<file path="src/rtl/blockade_pkg.sv">
// Shared VRAM geometry and arbiter grant encoding for the Blockade-family core.
package blockade_pkg;

  localparam int unsigned VRAM_ADDR_W = 10;
  localparam int unsigned VRAM_DATA_W = 8;

  typedef enum logic [1:0] {
    GNT_NONE,
    GNT_VID,
    GNT_CLR,
    GNT_CPU
  } grant_e;

endpackage

</file>
<file path="src/rtl/blockade_vram_clear.sv">
// Hardware clear/fill engine: walks the whole VRAM once, writing a latched value
// on every cycle the arbiter grants it.
module blockade_vram_clear
  import blockade_pkg::*;
#(
  parameter int unsigned ADDR_W = VRAM_ADDR_W,
  parameter int unsigned DATA_W = VRAM_DATA_W
) (
  input  logic              clk,
  input  logic              reset_n,
  input  logic              clr_start,
  input  logic [DATA_W-1:0] clr_value,
  input  logic              gnt,
  output logic              req,
  output logic [ADDR_W-1:0] addr,
  output logic [DATA_W-1:0] wdata,
  output logic              busy,
  output logic              done
);

  typedef enum logic {
    ST_IDLE,
    ST_CLEAR
  } state_e;

  localparam logic [ADDR_W-1:0] LAST_ADDR = '1;

  state_e            state_q, state_d;
  logic [ADDR_W-1:0] addr_q, addr_d;
  logic [DATA_W-1:0] value_q, value_d;
  logic              done_q, done_d;

  always_ff @(posedge clk or negedge reset_n) begin
    if (!reset_n) begin
      state_q <= ST_IDLE;
      addr_q  <= '0;
      value_q <= '0;
      done_q  <= 1'b0;
    end else begin
      state_q <= state_d;
      addr_q  <= addr_d;
      value_q <= value_d;
      done_q  <= done_d;
    end
  end

  // Start is only honoured from idle; the final granted write ends the sweep.
  always_comb begin
    state_d = state_q;
    addr_d  = addr_q;
    value_d = value_q;
    done_d  = 1'b0;
    unique case (state_q)
      ST_IDLE: begin
        if (clr_start) begin
          state_d = ST_CLEAR;
          addr_d  = '0;
          value_d = clr_value;
        end
      end
      ST_CLEAR: begin
        if (gnt) begin
          addr_d = addr_q + ADDR_W'(1);
          if (addr_q == LAST_ADDR) begin
            state_d = ST_IDLE;
            done_d  = 1'b1;
          end
        end
      end
      default: state_d = ST_IDLE;
    endcase
  end

  assign busy  = (state_q == ST_CLEAR);
  assign req   = busy;
  assign addr  = addr_q;
  assign wdata = value_q;
  assign done  = done_q;

endmodule

</file>
<file path="src/rtl/blockade_vram_arbiter.sv">
// Single-port VRAM arbiter: fixed video slot, then clear engine, then CPU with a
// READY-style stall until its access has been acknowledged.
module blockade_vram_arbiter
  import blockade_pkg::*;
#(
  parameter int unsigned ADDR_W = VRAM_ADDR_W,
  parameter int unsigned DATA_W = VRAM_DATA_W
) (
  input  logic              clk,
  input  logic              reset_n,
  input  logic              ce_vid,
  input  logic              vblank,
  input  logic [ADDR_W-1:0] vid_addr,
  output logic [DATA_W-1:0] vid_data,
  input  logic              cpu_req,
  input  logic              cpu_we,
  input  logic [ADDR_W-1:0] cpu_addr,
  input  logic [DATA_W-1:0] cpu_wdata,
  output logic [DATA_W-1:0] cpu_rdata,
  output logic              cpu_ack,
  output logic              cpu_ready,
  input  logic              clr_start,
  input  logic [DATA_W-1:0] clr_value,
  output logic              clr_busy,
  output logic              clr_done,
  output logic [ADDR_W-1:0] ram_addr,
  output logic              ram_we,
  output logic [DATA_W-1:0] ram_wdata,
  input  logic [DATA_W-1:0] ram_rdata
);

  grant_e            gnt;
  logic              live_q;
  logic              cpu_done_q;
  logic              ack_seen_q;
  logic              cpu_gnt_q;
  logic              cpu_rd_q;
  logic              vid_gnt_q;
  logic              clr_req;
  logic              clr_gnt;
  logic [ADDR_W-1:0] clr_addr;
  logic [DATA_W-1:0] clr_wdata;

  blockade_vram_clear #(
    .ADDR_W(ADDR_W),
    .DATA_W(DATA_W)
  ) u_clear (
    .clk      (clk),
    .reset_n  (reset_n),
    .clr_start(clr_start),
    .clr_value(clr_value),
    .gnt      (clr_gnt),
    .req      (clr_req),
    .addr     (clr_addr),
    .wdata    (clr_wdata),
    .busy     (clr_busy),
    .done     (clr_done)
  );

  // live_q holds the port idle for the first cycle after reset release.
  always_comb begin
    gnt = GNT_NONE;
    if (live_q) begin
      if (ce_vid && !vblank)          gnt = GNT_VID;
      else if (clr_req)               gnt = GNT_CLR;
      else if (cpu_req && !cpu_done_q) gnt = GNT_CPU;
    end
  end

  assign clr_gnt = (gnt == GNT_CLR);

  always_comb begin
    ram_addr  = vid_addr;
    ram_we    = 1'b0;
    ram_wdata = cpu_wdata;
    unique case (gnt)
      GNT_CLR: begin
        ram_addr  = clr_addr;
        ram_we    = 1'b1;
        ram_wdata = clr_wdata;
      end
      GNT_CPU: begin
        ram_addr = cpu_addr;
        ram_we   = cpu_we;
      end
      default: ;
    endcase
  end

  // The ack cycle itself already counts as seen, so READY rises with the ack.
  assign cpu_ready = !reset_n || !(cpu_req && !(ack_seen_q || cpu_ack));

  always_ff @(posedge clk or negedge reset_n) begin
    if (!reset_n) begin
      live_q     <= 1'b0;
      cpu_done_q <= 1'b0;
      ack_seen_q <= 1'b0;
      cpu_gnt_q  <= 1'b0;
      cpu_rd_q   <= 1'b0;
      vid_gnt_q  <= 1'b0;
      cpu_ack    <= 1'b0;
      cpu_rdata  <= '0;
      vid_data   <= '0;
    end else begin
      live_q    <= 1'b1;
      cpu_gnt_q <= (gnt == GNT_CPU);
      cpu_rd_q  <= (gnt == GNT_CPU) && !cpu_we;
      vid_gnt_q <= (gnt == GNT_VID);
      cpu_ack   <= cpu_gnt_q;

      if (gnt == GNT_CPU)  cpu_done_q <= 1'b1;
      else if (!cpu_req)   cpu_done_q <= 1'b0;

      if (!cpu_req)        ack_seen_q <= 1'b0;
      else if (cpu_ack)    ack_seen_q <= 1'b1;

      if (cpu_rd_q)  cpu_rdata <= ram_rdata;
      if (vid_gnt_q) vid_data  <= ram_rdata;
    end
  end

endmodule

</file>
<file path="config.mk">
export PLATFORM = sky130hd
export DESIGN_NAME = blockade_vram_arbiter
export DESIGN_NICKNAME = d
export VERILOG_FILES = /design/src/rtl/blockade_pkg.sv /design/src/rtl/blockade_vram_clear.sv /design/src/rtl/blockade_vram_arbiter.sv
export SDC_FILE = /design/constraint.sdc
export NUM_CORES = 1
export LEC_CHECK = 0
export ABC_CLOCK_PERIOD_IN_PS = 1800
export BUFFER_PORTS_ARGS = -buffer_cell sky130_fd_sc_hd__buf_2
export CAP_MARGIN = 10
export CORE_UTILIZATION = 45
export DETAILED_ROUTE_END_ITERATION = 10
export PLACE_DENSITY = 0.77
export RECOVER_POWER = 50
export SETUP_SLACK_MARGIN = 0.1
export SLEW_MARGIN = 20
export SYNTH_ARGS = -nofsm -noshare
export SYNTH_HDL_FRONTEND = slang
export SYNTH_SLANG_ARGS = --single-unit
</file>
<file path="constraint.sdc">
create_clock -name clk -period 1.8 [get_ports clk]
set_input_delay 0.18 -clock clk [delete_from_list [all_inputs] [get_ports clk]]
set_output_delay 0.18 -clock clk [all_outputs]
set_load 0.005 [all_outputs]
</file>
Yosys cells after proc, flatten, opt, wreduce, memory -nomap -nowiden
Index checks and enable logic that the tools add are counted.

storage, ports and cells
  bits of input ports = 51
  register bits = 43
  output and inout bits = 39

operators by class
  muxes and demuxes = 21
  add/sub/neg operators = 1
  bitwise operators = 1
  reductions and logical operators = 14
  equality and inequality tests = 8

operator list
  operator               number
  $pmux 10 s2            2
  $mux 10                2
  $add 10x1->10 const B  1
  $eq 10x10->1 const B   1
  $mux 1                 10
  $mux 2                 4
  $mux 8                 1
  $logic_not 1->1        6
  $eq 2x2->1 const B     2
  $logic_and 1x1->1      4
  $ne 2x1->1 const B     2
  $ne 2x2->1 const B     2
  $pmux 1 s2             2
  $reduce_and 2->1       2
  $eq 2x1->1 const B     1
  $logic_or 1x1->1       2
  $not 1->1              1

Logic depth before layout (Yosys ltp)
  depth in word-level cells = 9
  gate-level depth with buffers = 6
  gate-level depth less buffers = 5

Modules after synthesis
A second synthesis with hierarchy kept.

second synthesis, totals
  cells, all modules = 184
  area total of the unflattened synthesis = 2097.0 um^2

modules (own cells, without submodules)
  module                 cells each  instances  area each (um^2)
  blockade_vram_arbiter  90          1          1194.9
  blockade_vram_clear    94          1          902.1

Least setup slack after synthesis
Ideal clock, no wire load.

  path kind = reg-to-output
  from = reg u_clear.state_q (netlist: u_clear.busy)
  to = out ram_addr[2]
  slack = 0.417 ns
  stages on the path, launching flop included = 6
  data required time = 1.620 ns
  data arrival time = 1.203 ns
  cell sequence = dfrtp_1 > buf_4 > and4b_4 > buf_6 > a222oi_1 > inv_1

on the way
  cells in the longest elaborated chain, start to end = 5

RTL lines
  element                   RTL line                     text
  start: declaration        blockade_vram_clear.sv:28    state_e state_q, state_d;
  start signal: assignment  blockade_vram_clear.sv:40    state_q <= state_d;
  $mux 2 *                  blockade_vram_arbiter.sv:65  else if (clr_req) gnt = GNT_CLR;
  $mux 2 *                  blockade_vram_arbiter.sv:64  if (ce_vid && !vblank) gnt = GNT_VID;
  $mux 2 *                  blockade_vram_arbiter.sv:63  if (live_q) begin
  $eq 2x2->1                blockade_vram_arbiter.sv:76  unique case (gnt)
  $pmux 10 s2 *             blockade_vram_arbiter.sv:76
  end: declaration          blockade_vram_arbiter.sv:26  output logic [ADDR_W-1:0] ram_addr,

Every way passes the cells marked *; elsewhere a longest branch is shown, timed or not.

Worst setup path after layout
  from = reg live_q
  to = out ram_addr[9]

on the way
  cells in the longest elaborated chain, start to end = 3

RTL lines
  element                   RTL line                      text
  start: declaration        blockade_vram_arbiter.sv:33   logic live_q;
  start signal: assignment  blockade_vram_arbiter.sv:95   live_q <= 1'b0;
  start signal: assignment  blockade_vram_arbiter.sv:105  live_q <= 1'b1;
  $mux 2 *                  blockade_vram_arbiter.sv:63
  $eq 2x2->1                blockade_vram_arbiter.sv:76
  $pmux 10 s2 *             blockade_vram_arbiter.sv:76

Marked as above.

==> reports/results.tsv <==
stage	metric	value	unit
cells_and_area	synthToLayoutAreaGrowth	34.53	%
sta	max_slew_margin	31.95	%
synth	synthMuxAreaShare	10.42	%
synth	yosysSeqAreaShare	53.32	%
synth	yosys-top-cells-area	dfrtp_1 53%, nand2_1 11%, mux2_2 8.9%, a222oi_1 5.0%, inv_1 1.9%	
clocking	cts_tree	done	
cells_and_area	n_antenna_cell	0	
clocking	cts-htree-levels	2	
synth	synthXorXnorAreaFrac	0	%
synth	yosysWarnings	0	
synth	syn_inst	198	
floorplan	rows	23	
synth	synth-main-ff-cell	dfrtp_1	
worst_setup_path	startpoint_type	flip-flop	
cells_and_area	layout_common_cells	78 x buf_2, 56 x nand2_1, 41 x dfrtp_1	
sta	clock.fmax	569.3	MHz
synth	yosys.area_share.simple	20.77	%
routing	first_iter_violations	91	
synth	synth_top_cell_area_share	53.32	%
sta	maxSlewViolCount	0	
sta	tightest_slew	1.021	ns
synth	syn_avg_cell_area	10.19	um^2
cells_and_area	drive_gt1_share	41.33	%
synth	synth_compound_area_share	10.29	%
routing	post-route-drc-count	0	
synth	synthAdderAreaFrac	0.6200	%
floorplan	fp.dieH	68.97	um
cells_and_area	design_area	2715	um^2
power_and_ir_drop	p_seq_share	53.5	%
worst_setup_path	slowest_delay	0.47	ns
synth	synthArstFlopShare	100.0	%
floorplan	start_util	48.70	%
sta	setup_viol	0	
clocking	cts.clk_slew.worst_paths	0.08	ns
worst_setup_path	cp_max_fo	7	
worst_setup_path	path_cells	and4b_4, a222oi_1, inv_1, buf_2	
power_and_ir_drop	clkPwrFrac	28.2	%
worst_setup_path	r2r_cells	3	
routing	routed_wl	4.691	mm
sta	fin_crit	1.757	ns
floorplan	die_area	4757	um^2
synth	ys_seq_elements	43	
worst_setup_path	slowest_stage	dfrtp_2	
sta	final_hold_viol_count	0	
synth	ys_types	37	
cells_and_area	final_common_cell	buf_2	
power_and_ir_drop	p_switching	614.0	uW
power_and_ir_drop	ir_drop	525.0	uV
synth	synth_edf_count	0	
floorplan	core_area	4144	um^2
routing	wl_per_cell	13.40	um
power_and_ir_drop	p_comb_share	18.3	%
placed_design	post_dp_cell_area	2512	um^2
synth	syn_area	2018	um^2
clocking	cts_inserted_buffers	5	
global_route	track_usage	20.59	%
sta	finClkSkew	0.004307	ns
sta	layout_setup_ws	0.04345	ns
placed_design	place_ws	0.2353	ns
placed_design	io_buffers	89	
min_path	holdPathStages	2	
clocking	cts_root_buf	clkbuf_8	
global_route	grt_max_degree	44	
worst_setup_path	setup.worst_path.class	reg2out	
clocking	clk_latency	0.29	ns
cells_and_area	num-fill-cells	360	
worst_setup_path	arrival	1.58	ns
placed_design	gp_congestion	0.7616	
job	cap_violations	0	
synth	synth_top_family_by_area	simple AND/OR/NAND/NOR gates	
power_and_ir_drop	powerDensity	797.0	nW/um^2
power_and_ir_drop	swShare	28.38	%
routing	ant_nets	0	
min_path	hp-class	in2reg	
power_and_ir_drop	p_int	1550	uW
synth	syn_nets	250	
routing	vias_per_cell	5.200	
placed_design	dp_hpwl	3.366	mm
clocking	cts_sinks	43	
cells_and_area	nets	351	
routing	num_vias	1820	
routing	drtPass1Iterations	5	
floorplan	io_pins	90	
global_route	grt_pass1_vias	1617	
clocking	cts_buffer_depth	2	
global_route	antenna_found_initial	0	
worst_setup_path	critPathCaptureType	output port	
power_and_ir_drop	power_leakage	0.001488	uW
sta	post-route-period-util	97.59	%
outcome	outcome	completed	
floorplan	fp.dieW	68.97	um
sta	rsz0062_at_grt	yes	
synth	synth.largest_area_cell	dfrtp_1	
worst_setup_path	worstPathRequired	1.62	ns
global_route	grt_pass1_wl	7.058	mm
global_route	grt_overflow	0	
## state kept, by name, indices dropped and copies added, names as in the netlist, 8 cells and up
register,count
u_clear.addr,10
cpu_rdata,8
u_clear.wdata,8
vid_data,8
## power groups by stage
stage | registers [uW] | clock network, uW | logic [uW]
after detailed placement | 1170 | 0 | 384
after CTS | 1160 | 636 | 404
after global routing | 1180 | 684 | 450
after floorplan | 1150 | 0 | 193
final | 1160 | 611 | 395
after global placement | 1170 | 0 | 375
## layout make-up
type / instances / area, um^2 / share of cell area (%)
Clock inverter: 3 / 23.77 / 0.8756
Timing Repair Buffer: 101 / 550.5 / 20.28
Sequential cell: 43 / 1079 / 39.72
Multi-Input combinational cell: 138 / 893.4 / 32.90
Inverter: 10 / 37.54 / 1.382
Clock buffer: 5 / 68.82 / 2.535
Tap cell: 50 / 62.56 / 2.304
## cells by family after synthesis
kind of cell	Yosys count
flip-flops	43
adder cells (fa/ha/maj)	1
AND/OR/NAND/NOR	89
other	1
AO/OA/AOI/OAI	26
multiplexers	19
buffers and inverters	19
## layer usage
metal | share of wire [%] | GRT usage (%) | vias to the layer above
li1 | - | - | 891
met1 | 42 | 23.41 | 859
met2 | 52 | 37.86 | 66
met3 | 5.7 | 4.112 | 4
met4 | 0.72 | 7.143 | 0
met5 | 0 | 0 | -
## worst max-delay path: cells and delay by family, from the launching register on
kind                   cells  cell delay, ns
flip-flops                 1            0.47
AO/OA/AOI/OAI              1            0.36
AND/OR/NAND/NOR            1            0.24
buffers and inverters      2            0.23
## worst paths after layout
kind / from / end / slack, ns
worst min register to register: cpu_gnt_q / cpu_ack / 0.35
worst max-delay path: live_q / ram_addr[9] / 0.04
max in group asynchronous: reset_n / u_clear.busy / 0.38
worst min-delay path: cpu_we / cpu_rd_q / 0.06
worst max register to register: live_q / u_clear.addr[9] / 0.36
min in group asynchronous: reset_n / cpu_rdata[2] / 0.72
## through the flow
stage / setup TNS (ns) / std cells / hold slack, ns / util (%) / power [uW]
finish: 0 / 350 / 0.05647 / 65.52 / 2164
global route: -0.1621 / 350 / 0.04872 / 65.52 / 2310
CTS: 0 / 350 / 0.04448 / 65.82 / 2197
detailed placement: 0 / 333 / 0.3037 / 60.63 / 1558
global placement: 0 / 333 / 0.3065 / 60.63 / 1544
floorplan: 0 / 198 / -0.1156 / - / 1341
## what timing repair did
item / 4_1_cts / 5_1_grt
resized for setup: 5 / 1
setup endpoints to repair: 18 / 18
hold endpoints to repair: 43 / 0
gates cloned: 2 / 0
pin swaps: 10 / 4
setup buffers: 6 / 0
hold buffers: 1 / 0
## synthesized netlist by cell type, drive strengths merged, types with 2 or more instances
master and instances:
a31oi 2, buf 6, nand4 2, inv 10, nor2 9, dfrtp 43
o21ai 6, nand2b 2, mux2i 3, a21oi 3, a222oi 10, nand2 57
a21o 2, mux2 16, and3 2, nor2b 5, clkbuf 3, nand3 5
No activity file was read; power rests on OpenSTA's default activity.
